<file path="config.mk">
export PLATFORM = sky130hd
export DESIGN_NAME = mux_nto1_rr
export DESIGN_NICKNAME = d
export VERILOG_FILES = /design/src/rtl/mux_nto1_rr.sv
export SDC_FILE = /design/constraint.sdc
export NUM_CORES = 1
export LEC_CHECK = 0
export CAP_MARGIN = 20
export CELL_PAD_IN_SITES_DETAIL_PLACEMENT = 1
export CELL_PAD_IN_SITES_GLOBAL_PLACEMENT = 2
export CORE_MARGIN = 3
export CORE_UTILIZATION = 22
export DETAILED_ROUTE_END_ITERATION = 10
export HOLD_SLACK_MARGIN = 0.02
export PLACE_DENSITY = 0.89
export SLEW_MARGIN = 20
export SYNTH_ARGS = -nofsm -noshare
export SYNTH_HDL_FRONTEND = slang
export SYNTH_SLANG_ARGS = --single-unit
</file>
<file path="constraint.sdc">
create_clock -name clk -period 3.4 [get_ports clk]
set_input_delay 0.68 -clock clk [delete_from_list [all_inputs] [get_ports clk]]
set_output_delay 0.68 -clock clk [all_outputs]
set_load 0.02 [all_outputs]
</file>
<file path="src/rtl/mux_nto1_rr.sv">
// N-channel valid/ready data mux with one registered output stage.
// The source is chosen by an external select or by a fair round-robin arbiter.
module mux_nto1_rr #(
    parameter  int N_CH  = 4,
    parameter  int WIDTH = 8,
    localparam int SEL_W = $clog2(N_CH)
) (
    input  logic                    clk,
    input  logic                    rst_n,
    input  logic                    rr_en,
    input  logic [SEL_W-1:0]        sel,
    input  logic [N_CH-1:0]         in_valid,
    input  logic [N_CH*WIDTH-1:0]   in_data,
    output logic [N_CH-1:0]         in_ready,
    output logic                    out_valid,
    output logic [WIDTH-1:0]        out_data,
    output logic [SEL_W-1:0]        out_chan,
    input  logic                    out_ready
);

    localparam logic [SEL_W:0] N_CH_W = (SEL_W+1)'(N_CH);
    localparam logic [SEL_W-1:0] LAST_CH = SEL_W'(N_CH - 1);

    logic                 out_valid_q, out_valid_d;
    logic [WIDTH-1:0]     out_data_q, out_data_d;
    logic [SEL_W-1:0]     out_chan_q, out_chan_d;
    logic [SEL_W-1:0]     rr_ptr_q, rr_ptr_d;

    logic                 load_en;
    logic                 grant_vld;
    logic [SEL_W-1:0]     grant_idx;
    logic [SEL_W:0]       search_sum;
    logic [SEL_W-1:0]     search_idx;
    logic                 fire;
    logic [WIDTH-1:0]     grant_data;

    assign load_en = !out_valid_q || out_ready;

    // Arbitration: fixed select, or first valid channel scanning upward from rr_ptr with wrap.
    // NOTE: every variable gets a default before any branch so no latch is inferred.
    always_comb begin
        grant_vld  = 1'b0;
        grant_idx  = '0;
        search_sum = '0;
        search_idx = '0;
        if (rr_en) begin
            for (int k = 0; k < N_CH; k++) begin
                search_sum = {1'b0, rr_ptr_q} + (SEL_W+1)'(k);
                if (search_sum >= N_CH_W) begin
                    search_sum = search_sum - N_CH_W;
                end
                search_idx = search_sum[SEL_W-1:0];
                if (!grant_vld && in_valid[search_idx]) begin
                    grant_vld = 1'b1;
                    grant_idx = search_idx;
                end
            end
        end else if (({1'b0, sel} < N_CH_W) && in_valid[sel]) begin
            grant_vld = 1'b1;
            grant_idx = sel;
        end
    end

    assign fire = grant_vld && load_en;

    // NOTE: in_ready is forced low while rst_n is asserted, even though the register is free.
    always_comb begin
        in_ready   = '0;
        grant_data = '0;
        for (int i = 0; i < N_CH; i++) begin
            if (grant_idx == SEL_W'(i)) begin
                in_ready[i] = fire && rst_n;
                grant_data  = in_data[i*WIDTH +: WIDTH];
            end
        end
    end

    always_comb begin
        out_valid_d = out_valid_q;
        out_data_d  = out_data_q;
        out_chan_d  = out_chan_q;
        rr_ptr_d    = rr_ptr_q;
        if (fire) begin
            out_valid_d = 1'b1;
            out_data_d  = grant_data;
            out_chan_d  = grant_idx;
            if (rr_en) begin
                rr_ptr_d = (grant_idx == LAST_CH) ? '0 : grant_idx + SEL_W'(1);
            end
        end else if (out_ready) begin
            out_valid_d = 1'b0;
        end
    end

    // NOTE: state registers use non-blocking assignments so all flops update together at the edge.
    always_ff @(posedge clk or negedge rst_n) begin
        if (!rst_n) begin
            out_valid_q <= 1'b0;
            out_data_q  <= '0;
            out_chan_q  <= '0;
            rr_ptr_q    <= '0;
        end else begin
            out_valid_q <= out_valid_d;
            out_data_q  <= out_data_d;
            out_chan_q  <= out_chan_d;
            rr_ptr_q    <= rr_ptr_d;
        end
    end

    assign out_valid = out_valid_q;
    assign out_data  = out_data_q;
    assign out_chan  = out_chan_q;

endmodule

</file>
==> results.tsv, run 1 <==
metric	value	unit
status	complete, no violations	
dieArea	5700	sq um
maxCapViolCount	0	
clockRootBuffer	clkbuf_8	
switching_share	0.367	
gp_congestion	0.915	
dp.cells	228	
final_area	1890	sq um
fin_crit_sh	0.987	
synth_top_area_frac	0.306	
power.leakage	0.817	nW
cp_top_family	buffers and inverters	
seqCellArea	325	sq um
cp_slowest_cell	clkdlybuf4s50_1	
cp-end-kind	output port	
coreArea	4500	sq um
setup_viol	0	
drt-wirelength-per-cell	16.9	microns
firstDrtPassIters	4	
viasPerCell	4.97	
tritoncts	built	
grt_pass1_vias	1356	
final_core_util	0.420	
numCtsBuffers	3	
synth-async-reset-ratio	1.00	
ff2ff_path_depth	11	
path_max_fanout	3	
grt_pass1_wl	6.24	mm
timing.rr.start	rr_ptr_q[1]$_DFFE_PN0P_	
htree_levels	1	
syn_area_per_cell	10.2	sq um
holdBufCountCts	0	
area_growth	78.0	%
finalNonFillerCells	233	
row_count	24	
critPathLaunch	in_valid[0]	
grt_overflow_total	0	
dp_hpwl	3.26	mm
start_util	0.236	
cp-start-kind	input port	
final_common_cell	clkdlybuf4s50_1	
routed_wl	3.93	mm
hp-class	flip-flop to flip-flop	
syn_nets	150	
crit_cells	8	
fin_nets	228	
fill_cells	518	
multiInputGateArea	743	sq um
min_path_cells	1	
clock_skew	6.06	ps
path_common_cell	o311a_1	
synth.area.top_cells	dfrtp_1 (31%), mux2_2 (7.4%), mux2_4 (7.1%)	
synthFlopType	dfrtp_1	
dr.first_iter.drc_count	16	
holdWs	512	ps
synth_edf_count	0	
clockPowerShare	0.137	
hold_viol_final	0	
cp.arrival	2670	ps
cts_buffer_depth	2	
clk_latency	250	ps
drc	0	
synth_warnings	0	
slew_viol_final	0	
die_h	75.5	microns
pwr-share-seq	0.271	
p_switching	0.379	mW
ys_seq_area_frac	0.306	
slowest_delay	510	ps
synth_top_area_cell	dfrtp_1	
cp.buffers_inverters	2	
path_class	input port to output port	
required	2720	ps
power.density	545	nW/um^2
postPlaceCellArea	1820	sq um
ys_ff_latch	13	
grt_usage	0.145	
worstMarginPinSlew	332	ps
vias	1159	
maxSlewHeadroom	0.778	
port_buffers	56	
cp_cell_sequence	clkdlybuf4s50_1 > nor2b_1 > o311a_1 > o311a_1 > or2_4 > ha_2 > and3_1 > buf_2	
ir_drop	158	uV
n_antenna_cell	0	
hold_start	out_data[3]$_DFFE_PN0P_	
antenna_found_initial	0	
layout_common_cells	clkdlybuf4s50_1 (51), buf_4 (22), dfrtp_1 (13)	
fin_crit	3350	ps
drive_above_1_share	0.293	
antenna_left	0	
synth.distinct_cells	34	
fmax	0.298	GHz
io-pin-count	57	
die_w	75.5	microns
syn_area	1060	sq um
syn_inst	104	
path_clk_slew	50	ps
grt_max_degree	17	
comb_power_share	0.592	
internal-power	0.651	mW
cts.sinks	13	
-- cells in the mapped netlist, types with 2 or more instances --
library cell  instances
nand2_1               9
a221oi_1              7
clkbuf_1              3
o31ai_1               7
o311a_1               2
nor2_1                3
mux2_2                7
nand2b_1              3
o21ai_0               2
a21oi_1               3
mux2i_1               3
mux2_4                5
and3_1                4
ha_1                  4
nor2b_1              10
dfrtp_1              13
inv_1                 2
-- timing repair --
action	4_1_cts	5_1_grt
endpoints found under the setup margin	5	4
setup buffers	0	1
gates resized for setup	24	3
pin swaps	1	4
gates cloned	0	0
-- state kept, by name, indices dropped and copies added (netlist names) --
signal     flops
out_valid      1
out_data       8
out_chan       2
rr_ptr_q       2
-- power groups by stage --
stage	sequential, mW	clock, mW	combinational, mW
after global placement	0.274	0	0.581
after floorplan	0.335	0	0.248
after CTS	0.280	0.146	0.611
after detailed placement	0.278	0	0.599
after global routing	0.290	0.152	0.661
final	0.279	0.141	0.610
-- per-layer routing --
layer  up-vias  track usage  share of wire  routed length, microns
met1       570        0.162           0.41                    1610
li1        548            -              -                       -
met3         4       0.0277          0.042                     166
met2        37        0.277           0.54                    2120
met5         -            0              0                       0
met4         0       0.0408         0.0079                      31
-- stage by stage --
stage	power [mW]	TNS, ps	setup WS, ps
after floorplan	0.583	0	247
after global placement	0.855	-2260	-403
after detailed placement	0.878	-3270	-512
after CTS	1.04	0	12.4
after global routing	1.10	-2.40	-2.40
final	1.03	0	45.8
-- layout make-up --
class                      count  area share
clock buffer                   4      0.0238
inverter                       2     0.00397
multi-input combinational     84       0.393
sequential                    13       0.172
tap                           52      0.0344
timing repair buffer          78       0.373
-- cell families after synthesis --
| family | count (synthesis) | synth area share |
|---|---|---|
| buffers and inverters | 7 | 0.0318 |
| adders and majority gates | 4 | 0.0471 |
| and+or+nand+nor | 38 | 0.208 |
| muxes | 15 | 0.173 |
| DFF | 13 | 0.306 |
| AOI/OAI and AO/OA | 27 | 0.233 |
-- path summary, 6_finish.rpt --
kind | endpoint | slack, ps
setup reg to reg | out_data[1]$_DFFE_PN0P_ | 590
hold reg to reg | out_data[3]$_DFFE_PN0P_ | 510
hold / removal | out_data[3]$_DFFE_PN0P_ | 510
max in group asynchronous | out_data[3]$_DFFE_PN0P_ | 2260
setup / recovery | in_ready[3] | 50
min in group asynchronous | out_data[6]$_DFFE_PN0P_ | 690
Power figures use the tool's default switching activity.
==> inputs of run 2 (changes only) <==
- GPL_TIMING_DRIVEN: default -> 0
==> run 2 against run 1 <==
Effect of this change:
- clock power hardly changed
- sequential power down 2%
- clock-buffer cell count unchanged
- worst hold slack got worse by 8.3 ps
- register-to-register slack gained 40 ps
- sequential share of layout area is 1.1 points higher
- combinational power decreased by 4.9%
- clock skew shrank 2.7 ps
- worst setup slack improved by 14 ps
- power fell by 3.6%
- final area decreased by 6.0%
- largest cell class unchanged
- largest power group unchanged
- highest routed layer unchanged
==> results.tsv, run 2 (synthesis gave the netlist of run 1 again) <==
metric	value	unit	change
seqCellArea	325	sq um	unchanged
routed.top_layer	met4		unchanged
path_clk_slew	60	ps	was 50 ps
wl_met1	1.46	mm	was 1.61 mm
pre_cts_ws	-1200	ps	was -512 ps
grt_overflow_total	0		unchanged
grt_max_degree	18		was 17
dp.cells	212		was 228
final_common_cell	clkdlybuf4s50_1		unchanged
cp-start-kind	input port		unchanged
worstMarginPinSlew	706	ps	was 332 ps
dieArea	5700	sq um	unchanged
tritoncts	built		unchanged
io-pin-count	57		unchanged
required	2720	ps	about the same
power.density	559	nW/um^2	was 545 nW/um^2
start_util	0.236		unchanged
cp.buffers_inverters	3		was 2
viasPerCell	4.98		was 4.97
clockRootBuffer	clkbuf_8		unchanged
drive_above_1_share	0.238		was 0.293
largest_register_ffs	8		unchanged
coreArea	4500	sq um	unchanged
htree_levels	1		unchanged
crit_cells	8		unchanged
cts_buffer_depth	2		unchanged
routed-wl-met3	121	microns	was 166 microns
vias	1075		was 1159
n_antenna_cell	0		unchanged
critPathLaunch	in_valid[3]		was in_valid[0]
die_w	75.5	microns	unchanged
area_growth	67.3	%	was 78.0%
slew_viol_final	0		unchanged
hold_viol_final	0		unchanged
drt-wirelength-per-cell	16.7	microns	was 16.9 microns
maxCapViolCount	0		unchanged
holdBufCountCts	0		unchanged
fin_ws	59.3	ps	was 45.8 ps
path_common_cell	o311a_1		unchanged
port_buffers	56		unchanged
cp_slowest_cell	o311a_1		was clkdlybuf4s50_1
die_h	75.5	microns	unchanged
dp_hpwl	2.97	mm	was 3.26 mm
firstDrtPassIters	4		unchanged
multiInputGateArea	749	sq um	was 743 sq um
finalNonFillerCells	216		was 233
grt_usage	0.130		was 0.145
path_max_fanout	10		was 3
numCtsBuffers	3		unchanged
hold_start	out_data[4]$_DFFE_PN0P_		was out_data[3]$_DFFE_PN0P_
slowest_delay	400	ps	was 510 ps
fmax	0.299	GHz	was 0.298 GHz
hp-class	flip-flop to flip-flop		unchanged
routed_wl	3.60	mm	was 3.93 mm
row_count	24		unchanged
setup_viol	0		unchanged
power.leakage	0.742	nW	was 0.817 nW
fin_crit_sh	0.983		was 0.987
maxSlewHeadroom	0.528		was 0.778
min_path_cells	1		unchanged
timing.rr.start	rr_ptr_q[1]$_DFFE_PN0P_		unchanged
dr_wl_met2	1.99	mm	was 2.12 mm
rsz0062_at_grt	yes		
path_class	input port to output port		unchanged
cp.arrival	2660	ps	was 2670 ps
cts.sinks	13		unchanged
ir_drop	172	uV	was 158 uV
drc	0		unchanged
antenna_left	0		unchanged
cp_cell_sequence	clkdlybuf4s15_2 > o311a_1 > o311a_1 > or2_4 > ha_4 > buf_4 > and3_1 > buf_2		was clkdlybuf4s50_1 > nor2b_1 > o311a_1 > o311a_1 > or2_4 > ha_2 > and3_1 > buf_2
fill_cells	514		was 518
ff2ff_path_depth	10		was 11
clk_latency	240	ps	was 250 ps
fin_crit	3340	ps	was 3350 ps
clock_skew	3.33	ps	was 6.06 ps
fin_nets	211		was 228
cp_top_family	compound AO/OA/AOI/OAI gates		was buffers and inverters
dr.first_iter.drc_count	32		was 16
antenna_found_initial	0		unchanged
status	complete, no violations		unchanged
layout_common_cells	clkdlybuf4s50_1 (45), dfrtp_1 (13), nor2b_1 (10)		was clkdlybuf4s50_1 (51), buf_4 (22), dfrtp_1 (13)
grt_pass1_vias	1163		was 1356
gp_congestion	0.838		was 0.915
cp-end-kind	output port		unchanged
grt_pass1_wl	5.60	mm	was 6.24 mm
==> run 2: cell count changes in the layout (fill, tap and decap cells not counted), moves of 2 or more <==
| cell | change |
|---|---|
| clkbuf_2 | +2 |
| clkdlybuf4s50_1 | -6 |
| buf_4 | -18 |
| clkdlybuf4s15_2 | +3 |
| dlymetal6s2s_1 | +2 |
==> run 2: cell type report <==
class	instances	share of cell area
Clock buffer	4	0.0254
Buffer	3	0.0148
Timing Repair Buffer	58	0.314
Multi-Input combinational cell	84	0.422
Inverter	2	0.00423
Tap cell	52	0.0366
Sequential cell	13	0.183
==> run 2: metal layers <==
layer	vias up	GRT usage
li1	517	-
met1	523	0.146
met4	0	0.0291
met2	33	0.258
met3	2	0.0158
met5	-	0
==> run 2: final timing paths <==
check                                                to  slack [ps]
worst max-delay path                        in_ready[3]          60
max in group asynchronous         out_valid$_DFFE_PN0P_        2090
min in group asynchronous       out_data[7]$_DFFE_PN0P_         860
worst min-delay path            out_data[4]$_DFFE_PN0P_         500
worst min register to register  out_data[4]$_DFFE_PN0P_         500
worst max register to register  out_data[3]$_DFFE_PN0P_         630
==> run 2: report_power, final <==
group	switching, mW	internal [mW]	total, mW
Clock	0.0575	0.0828	0.140
Sequential	0.0506	0.222	0.273
Combinational	0.257	0.323	0.580
==> run 2: worst register-to-register path, cell delays in order, from the launching register on <==
cell      delay (ps)
dfrtp_1          450
nor4bb_1         350
o21ai_0          140
o311a_1          180
nor2_2           170
buf_4            130
ha_1             170
nor2b_1          440
a221oi_1         160
o31ai_1          320
mux2_2           200
==> run 2: through the flow <==
step	hold slack, ps	TNS [ps]	power, mW	utilization	cell area [sq um]
after floorplan	384	0	0.583	-	1060
after detailed placement	497	-6520	0.834	0.375	1690
after CTS	510	0	0.998	0.395	1780
after global placement	500	-6060	0.816	0.375	1690
after global routing	526	-47.4	1.06	0.394	1780
final	503	0	0.993	0.394	1780
==> run 2: what timing repair did <==
action	CTS	global route
pin swaps	2	4
gates resized for setup	35	12
setup endpoints to repair	11	4
setup buffers	0	2
==> inputs of run 3 (changes only) <==
- PLACE_DENSITY: 0.89 -> default
- PLACE_DENSITY_LB_ADDON: default -> 0.05
- SKIP_LAST_GASP: default -> 1
==> run 3 against run 2 <==
Effect of this change:
- wire length rose by 2.2%
- critical path type unchanged
- sequential share of layout area fell by 0.35 points
- via count rose by 0.65%
- final cell count rose by 1.4%
==> results.tsv, run 3 (synthesis gave the netlist of run 1 again) <==
metric	value	unit	change
pwr-share-seq	0.271		was 0.275
fin_crit_sh	0.963		was 0.983
fmax	0.305	GHz	was 0.299 GHz
final_common_cell	clkdlybuf4s50_1		unchanged
tritoncts	built		unchanged
cp-start-kind	input port		unchanged
largest_register_ffs	8		unchanged
drive_above_1_share	0.240		was 0.238
clk_latency	240	ps	about the same
antenna_left	0		unchanged
clock_skew	3.78	ps	was 3.33 ps
comb_power_share	0.588		was 0.584
path_class	input port to output port		unchanged
min_path_cells	1		unchanged
cp_cell_sequence	buf_2 > nor2b_1 > o311a_1 > o311a_1 > or2_4 > ha_4 > clkbuf_8 > and3_1 > buf_2		was clkdlybuf4s15_2 > o311a_1 > o311a_1 > or2_4 > ha_4 > buf_4 > and3_1 > buf_2
grt_pass1_wl	5.70	mm	was 5.60 mm
internal-power	0.638	mW	was 0.628 mW
required	2720	ps	about the same
die_h	75.5	microns	unchanged
holdBufCountCts	0		unchanged
dr.first_iter.drc_count	41		was 32
layout_common_cells	clkdlybuf4s50_1 (45), dfrtp_1 (13), nor2b_1 (10)		unchanged
hold_path_end	out_data[7]$_DFFE_PN0P_		was out_data[4]$_DFFE_PN0P_
slowest_delay	340	ps	was 400 ps
cp_slowest_cell	o311a_1		unchanged
firstDrtPassIters	4		unchanged
area_growth	70.6	%	was 67.3%
cp-end-kind	output port		unchanged
port_buffers	56		unchanged
hold_viol_final	0		unchanged
grt_usage	0.132		was 0.130
power.density	556	nW/um^2	was 559 nW/um^2
dp.cells	212		unchanged
final_core_util	0.402		was 0.394
clockRootBuffer	clkbuf_8		unchanged
dieArea	5700	sq um	unchanged
htree_levels	1		unchanged
reg2reg_slack	730	ps	was 630 ps
ff2ff_path_depth	9		was 10
coreArea	4500	sq um	unchanged
switching_share	0.368		about the same
r2r_end	out_data[7]$_DFFE_PN0P_		was out_data[3]$_DFFE_PN0P_
cts.sinks	13		unchanged
maxSlewHeadroom	0.476		was 0.528
hp-class	flip-flop to flip-flop		unchanged
maxCapViolCount	0		unchanged
path_clk_slew	60	ps	about the same
viasPerCell	4.94		was 4.98
numCtsBuffers	3		unchanged
fill_cells	517		was 514
vias	1082		was 1075
fin_nets	214		was 211
power.leakage	0.772	nW	was 0.742 nW
pre_cts_ws	-1290	ps	was -1200 ps
dp_hpwl	2.88	mm	was 2.97 mm
drt-wirelength-per-cell	16.8	microns	was 16.7 microns
cts_buffer_depth	2		unchanged
grt_pass1_vias	1121		was 1163
gp_congestion	0.791		was 0.838
hold_start	out_data[7]$_DFFE_PN0P_		was out_data[4]$_DFFE_PN0P_
path_max_fanout	10		unchanged
n_antenna_cell	0		unchanged
fin_crit	3280	ps	was 3340 ps
fin_ws	124	ps	was 59.3 ps
p_switching	0.370	mW	was 0.365 mW
clockPowerShare	0.141		about the same
timing.rr.start	rr_ptr_q[1]$_DFFE_PN0P_		unchanged
rsz0062_at_grt	no		was yes
cp.arrival	2600	ps	was 2660 ps
drc	0		unchanged
grt_max_degree	18		unchanged
ir_drop	289	uV	was 172 uV
status	complete, no violations		unchanged
finalNonFillerCells	219		was 216
grt_overflow_total	0		unchanged
row_count	24		unchanged
die_w	75.5	microns	unchanged
setup_viol	0		unchanged
worstMarginPinSlew	783	ps	was 706 ps
antenna_found_initial	0		unchanged
routed_wl	3.68	mm	was 3.60 mm
slew_viol_final	0		unchanged
io-pin-count	57		unchanged
start_util	0.236		unchanged
[run 3: area by class of cell]
cell class,count,area (sq um),share of cell area
Tap cell,52,65.1,0.0359
Timing Repair Buffer,61,581,0.320
Inverter,2,7.51,0.00414
Buffer,3,32.5,0.0180
Sequential cell,13,325,0.180
Clock buffer,4,45.0,0.0249
Multi-Input combinational cell,84,756,0.417
[run 3: worst max path at each step]
stage,from,endpoint,cells after the start
finish,in_valid[1],in_ready[3],9
global route,in_valid[1],in_ready[1],9
CTS,in_valid[1],in_ready[2],8
detailed placement,in_valid[3],in_ready[3],9
global placement,in_valid[3],in_ready[3],9
floorplan,in_valid[1],in_ready[3],8
[run 3: what timing repair did]
action                     in CTS  in global routing
setup buffers                   2                  3
gates resized for setup        25                 16
setup endpoints to repair      11                  4
cloned                          0                  0
pin swaps                       1                  4
[run 3: per-stage QoR]
step	setup TNS, ps	total power, mW	instance area [sq um]	hold WS (ps)
after floorplan	0	0.583	1060	384
after global placement	-6820	0.821	1690	493
after detailed placement	-7320	0.831	1690	494
after CTS	-461	1.00	1780	515
after global routing	0	1.08	1810	531
final	0	1.01	1810	509
[run 3: critical path: cells and delay by family]
family	cells	cell delay, ps
and+or+nand+nor	3	580
adders and majority gates	1	200
AOI/OAI and AO/OA	2	640
buffers and inverters	3	480
[run 3: power by group through the flow]
stage          clock, mW  sequential [mW]  combinational (mW)
2_1_floorplan          0            0.335               0.248
3_3_place_gp           0            0.270               0.550
3_5_place_dp           0            0.273               0.558
4_1_cts            0.151            0.272               0.582
5_1_grt            0.156            0.283               0.641
6_report           0.142            0.273               0.593
[run 3: metal layers]
layer	vias to the layer above	GRT usage	part of all wire
li1	522	-	-
met1	522	0.185	0.47
met2	36	0.209	0.47
met3	2	0.0369	0.056
met4	0	0.0117	0.0024
met5	-	0	0
